==> src/rtl/bmi_comparator.sv <==
// bmi_comparator: classifies an 8-bit unsigned BMI category into one of
// underweight / normal / overweight, registers a one-hot class per accepted
// sample and keeps saturating per-class sample counters.
//
// Ports:
//   clk, rst_n        clock, asynchronous active-low reset
//   in_valid          category is valid this cycle
//   category[7:0]     unsigned category value
//   clear             synchronous clear of the three counters (wins over counting)
//   out_valid         one-cycle pulse per accepted sample
//   underweight       last accepted sample <= UNDER_MAX
//   normal            last accepted sample in (UNDER_MAX, NORMAL_MAX]
//   overweight        last accepted sample > NORMAL_MAX
//   zero_flag         last accepted sample was 0
//   under_cnt, normal_cnt, over_cnt  saturating per-class counts
module bmi_comparator #(
   parameter int unsigned UNDER_MAX  = 18,
   parameter int unsigned NORMAL_MAX = 24,
   parameter int unsigned COUNT_W    = 16
) (
   input  logic               clk,
   input  logic               rst_n,
   input  logic               in_valid,
   input  logic [7:0]         category,
   input  logic               clear,
   output logic               out_valid,
   output logic               underweight,
   output logic               normal,
   output logic               overweight,
   output logic               zero_flag,
   output logic [COUNT_W-1:0] under_cnt,
   output logic [COUNT_W-1:0] normal_cnt,
   output logic [COUNT_W-1:0] over_cnt
);

   localparam logic [7:0]         UNDER_LIM  = 8'(UNDER_MAX);
   localparam logic [7:0]         NORMAL_LIM = 8'(NORMAL_MAX);
   localparam logic [COUNT_W-1:0] CNT_MAX    = '1;
   localparam logic [COUNT_W-1:0] CNT_ONE    = COUNT_W'(1);

   logic is_under_c;
   logic is_normal_c;
   logic is_over_c;
   logic is_zero_c;

   // Unsigned class decode of the incoming sample; exactly one class is set.
   always_comb begin
      is_under_c  = (category <= UNDER_LIM);
      is_normal_c = !is_under_c && (category <= NORMAL_LIM);
      is_over_c   = !is_under_c && !is_normal_c;
      is_zero_c   = (category == 8'd0);
   end

   // Registered class outputs; they hold while no sample is accepted.
   always_ff @(posedge clk or negedge rst_n) begin
      if (!rst_n) begin
         out_valid   <= 1'b0;
         underweight <= 1'b0;
         normal      <= 1'b0;
         overweight  <= 1'b0;
         zero_flag   <= 1'b0;
      end else begin
         out_valid <= in_valid;
         if (in_valid) begin
            underweight <= is_under_c;
            normal      <= is_normal_c;
            overweight  <= is_over_c;
            zero_flag   <= is_zero_c;
         end
      end
   end

   // Saturating per-class counters; clear takes priority over counting.
   always_ff @(posedge clk or negedge rst_n) begin
      if (!rst_n) begin
         under_cnt  <= '0;
         normal_cnt <= '0;
         over_cnt   <= '0;
      end else if (clear) begin
         under_cnt  <= '0;
         normal_cnt <= '0;
         over_cnt   <= '0;
      end else if (in_valid) begin
         if (is_under_c && (under_cnt != CNT_MAX))
            under_cnt <= under_cnt + CNT_ONE;
         if (is_normal_c && (normal_cnt != CNT_MAX))
            normal_cnt <= normal_cnt + CNT_ONE;
         if (is_over_c && (over_cnt != CNT_MAX))
            over_cnt <= over_cnt + CNT_ONE;
      end
   end

endmodule

==> config.mk <==
export PLATFORM = sky130hd
export DESIGN_NAME = bmi_comparator
export DESIGN_NICKNAME = d
export VERILOG_FILES = /design/src/rtl/bmi_comparator.sv
export SDC_FILE = /design/constraint.sdc
export NUM_CORES = 1
export LEC_CHECK = 0
export ABC_AREA = 1
export ABC_CLOCK_PERIOD_IN_PS = 1500
export CORE_MARGIN = 4
export CORE_UTILIZATION = 55
export DETAILED_ROUTE_END_ITERATION = 10
export DONT_BUFFER_PORTS = 1
export PLACE_DENSITY = 0.82
export SYNTH_ARGS = -nofsm -noshare
export SYNTH_HDL_FRONTEND = slang
export SYNTH_SLANG_ARGS = --single-unit
==> constraint.sdc <==
create_clock -name clk -period 1.5 [get_ports clk]
set_clock_uncertainty 0.05 [all_clocks]
set_input_delay 0.075 -clock clk [delete_from_list [all_inputs] [get_ports clk]]
set_output_delay 0.075 -clock clk [all_outputs]
set_load 0.05 [all_outputs]
# Yosys cells after proc, flatten, opt, wreduce, memory -nomap -nowiden
# Index checks and enable logic that the tools add are counted.
# classes
muxes	9
addsub	3
reduce_logical	15
n_lt_le_gt_ge	2
eq_ne	3
# op_table
operator	n
$mux W16	9
$add A16 B1 Y16 const B	3
$ne A16 B16 Y1 const B	3
$le A8 B5 Y1 const B	2
$logic_not A8 Y1	1
$reduce_bool A2 Y1	4
$reduce_and A2 Y1	3
$logic_and A1 B1 Y1	5
$logic_not A1 Y1	2
# totals
regBits	53
input_bits	12
out_inout_bits	53

# Depth between registers and ports, before layout
# depth
depth_word	9
ltp_mapped	10
mapped_depth_nobuf	9

# Least setup slack after synthesis
# OpenSTA, ideal clock, no wires.
# synth_timing
kind	reg2reg
startpoint	register normal_cnt[1]
endpoint	register normal_cnt[2]
path_slack_ns	-0.570
setup_ns	0.067
required_time_ns	1.383
path_buffers	1
arrival_ns	1.954
stages_incl_launch_ff	11
synth_period_minus_slack_ns	2.070
cell_sequence	dfrtp_1 -> ha_1 -> inv_1 -> nor2_4 -> nand2_2 -> nor2_4 -> nand3b_4 -> nand2_4 -> buf_12 -> nand3_1 -> nand2_1
# synth_via
elab_chain_cells	4
# synth_rtl
element	line_no	rtl
from (decl)	32	output logic [COUNT_W-1:0] normal_cnt,
from (signal assigned)	87	normal_cnt <= normal_cnt + CNT_ONE;
$add A16 B1 Y16 or $ne A16 B16 Y1 (tied branches)	87, 86	
$mux W16 or $logic_and A1 B1 Y1 (tied branches)	86	if (is_normal_c && (normal_cnt != CNT_MAX))
$mux W16 or $reduce_bool A2 Y1 (tied branches)	-	
$mux W16 or $reduce_and A2 Y1 (tied branches)	-	
# Parallel ways exist; a longest one is shown, timed or not. The select of a mux whose other input is x is not followed.
# A chain may end at the register's enable or synchronous reset.

# Worst setup path in the final report
# layout_timing
startpoint	register over_cnt[11]
endpoint	register over_cnt[13]
# layout_via
elab_chain_cells	4
# layout_rtl
element	line_no	rtl
from (decl)	33	output logic [COUNT_W-1:0] over_cnt
from (signal assigned)	89	over_cnt <= over_cnt + CNT_ONE;
$add A16 B1 Y16 or $ne A16 B16 Y1 (tied branches)	89, 88	
$mux W16 or $logic_and A1 B1 Y1 (tied branches)	88	if (is_over_c && (over_cnt != CNT_MAX))
$mux W16 or $reduce_bool A2 Y1 (tied branches)	-	
$mux W16 or $reduce_and A2 Y1 (tied branches)	-	
# Parallel ways exist; a longest one is shown, timed or not. The select of a mux whose other input is x is not followed.

==> out/summary.txt <==
Status = complete, but fails checks
Failing checks = negative hold slack, negative setup slack
Reg clk slew, reported paths = 0.10 ns
Max clock buf depth = 2
Tcrit/Tclk final = 106.7%
Drc violations = 0
H-tree Lvls = 2
Area Overhead vs Synth = 39.03%
Core Box Area = 6386 um^2
I/O pin count = 65
Sw Share = 26.23%
Layout Cell Area excl Fill = 5041 um^2
Initial antenna violation count = 0
# setup viols final = 44
Net Count, Synth = 538
Global route overflow = 0
Num rows = 29
First-pass GRT wire length = 18.16 mm
GRT Overall Usage = 28.41%
Vias in the first global route = 4,162
Number of diodes = 0
Clock Latency Late Sink = 0.31 ns
CP endpoint kind = flip-flop
Net Switching = 0.7222 mW
DRT Wirelength = 11.67 mm
Die Width = 89.20 um
CP dominant cell by count = nand2_1
F_max = 0.6249 GHz
Worst-path maximum fanout = 5
Antenna viol nets, final = 0
CTS Hold Bufs = 9
Ratio of cells with drive above 1 in the final layout = 34.02%
Slew headroom = 65.67%
Flop pwr share = 53.7%
Post-DR wirelength/cell = 16.39 um
Hold path start = clear
Largest net degree at the start of global routing = 54
Starting density of the core = 56.78%
Vias/cell = 5.833
CTS tree = yes
Max-cap viol count = 0
Slew Viols, Final = 0
DP Area = 4478 um^2
RSZ-0062 raised after global routing = true
Pwr Total = 2.754 mW
Worst Hold Path EP = over_cnt[3]
Slack of the critical path = -0.1003 ns
PortBufs = 0
Max incr delay on CP = 0.38 ns
Gate power share = 10.2%
Die Y = 89.20 um
Root buf cell = clkbuf_8
Crit start category = flip-flop
RR Startpoint = over_cnt[11]
Capture point of the worst reg-to-reg path = over_cnt[13]
Total CTS buffers = 5
Detailed Route Iter0 Violations = 312
Tightest Pin Transition = 0.5149 ns
Register area share after synthesis = 36.58%
# nets final = 649
P_int = 2.031 mW
Final Hold Vio Count = 24
Synth Cell Area = 3626 um^2
Worst reg2reg setup slack = -0.10 ns
Peak supply drop = 0.4364 mV
Pre-CTS setup slack = -0.09454 ns
Power Density = 546.2 nW/um^2
Setup CP Type = reg -> reg
Gpl congestion = 0.8928
Hold path cells = 3
Syn Area/Cell = 6.933 um^2
Detailed-route via count = 4,153
Yosys reg bits = 53
Count of different cell masters after synthesis = 30
Clock power frac = 36.1%
Warnings, synthesis = 0
LEAKAGE = 2.516 nW
Worst Path Required = 1.70 ns
Min Hold Slack = -0.1428 ns
# clock sinks = 53
Crit path time final = 1.600 ns
Full die area = 7956 um^2
R2R depth = 9
Drt first pass iters = 5
Dpl hpwl = 7.383 mm
Data arrival time at the worst-slack endpoint = 1.80 ns
Worst hold path type = in -> reg
CP max stage cell = dfrtp_2
Cell Chain, Critical Path = buf_4 > nand2_1 > nor2_1 > nand3_1 > nand2_1 > nand2_1 > nor2_1 > nand2_1 > nand2_1
Syn Inst Count = 523
metrics by stage:
step / instances / utilization, % / TNS (ns)
floorplan: 523 / - / -10.40
global placement: 679 / 70.12 / -0.3413
detailed placement: 679 / 70.12 / -1.543
CTS: 700 / 75.02 / -0.5314
finish: 712 / 78.94 / -1.324
global route: 712 / 78.94 / -4.846
cell usage after synthesis (all sizes together):
cell type,count,area share [%]
nand2,202,22
nor2,75,9.4
nand3,55,8.8
dfrtp,53,37
inv,46,4.8
nand4,30,5.2
xor2,18,4.3
buf,10,2.1
o21bai,10,2.1
nand3b,7,1.8
clkbuf,3,0.31
ha,3,1.0
o21ai,3,0.52
a21oi,2,0.28
nor3,2,0.28
xnor2,2,0.48
nor3b,1,0.21
o41ai,1,0.24
routing by layer:
layer | vias up | GRT usage (%) | part of all wire (%)
li1 | 1900 | - | -
met5 | - | 0 | 0
met3 | 53 | 6.728 | 8.3
met1 | 1965 | 33.70 | 39
met4 | 0 | 12.04 | 3.0
met2 | 235 | 49.10 | 50
worst max-delay path: cells and delay by family, from the launching register on:
family                 cells  cell delay, ns
DFF                        1            0.38
buffers and inverters      1            0.22
and+or+nand+nor            8            0.88
state kept, by name (all words and copies together) (netlist names):
register	flops
normal	1
normal_cnt	16
out_valid	1
over_cnt	16
overweight	1
under_cnt	16
underweight	1
zero_flag	1
power by group through the flow:
stage / combinational, mW / clock, mW / sequential [mW]
final: 0.280 / 0.995 / 1.48
after floorplan: 0.117 / 0 / 1.54
after detailed placement: 0.188 / 0 / 1.51
after CTS: 0.259 / 0.988 / 1.48
after global placement: 0.184 / 0 / 1.51
after global routing: 0.302 / 1.05 / 1.48
cells in the final DEF, fill, tap and decap left out, types with 5 or more instances in the layout:
| master | instances |
|---|---|
| nand3b_1 | 6 |
| inv_1 | 44 |
| nor2_4 | 14 |
| nand4_1 | 30 |
| buf_4 | 94 |
| nand3_1 | 38 |
| nor2_1 | 50 |
| nand2_2 | 11 |
| o21bai_1 | 10 |
| nor2_2 | 11 |
| buf_6 | 9 |
| dfrtp_2 | 32 |
| dfrtp_1 | 21 |
| clkbuf_8 | 5 |
| xor2_1 | 17 |
| nand2_1 | 185 |
| nand3_2 | 15 |
| nand2_4 | 5 |
| dlygate4sd3_1 | 8 |
cell type report:
cell class,count,area [um^2]
Clock buffer,6,72.57
Tap cell,77,96.34
Fill cell,392,1345
Sequential cell,53,1366
Clock inverter,2,35.03
Inverter,46,175.2
Timing Repair Buffer,115,974.7
Multi-Input combinational cell,413,2321
cells by family after synthesis:
group,after synthesis,synth area share (%)
adders and majority gates,3,1.035
AOI/OAI and AO/OA,16,3.105
DFF,53,36.58
and+or+nand+nor,372,47.24
xor gates and xnor gates,20,4.831
buffers and inverters,59,7.212
worst max-delay path by stage:
stage / start / end / slack [ns] / cells past startpoint
after floorplan: under_cnt[0] / under_cnt[8] / -0.27 / 9
after global placement: under_cnt[0] / under_cnt[6] / -0.03 / 9
after detailed placement: over_cnt[0] / over_cnt[13] / -0.09 / 9
after CTS: under_cnt[0] / under_cnt[10] / -0.04 / 9
after global routing: over_cnt[2] / over_cnt[9] / -0.17 / 9
final: over_cnt[11] / over_cnt[13] / -0.10 / 9
what timing repair did:
action / CTS / global route
hold endpoints to repair: 86 / 22
pin swaps: 10 / 23
buffers inserted: 3 / 12
setup endpoints to repair: 40 / 48
gates cloned: 1 / 2
resized for setup: 11 / 43
(Power assumes the default switching activity.)
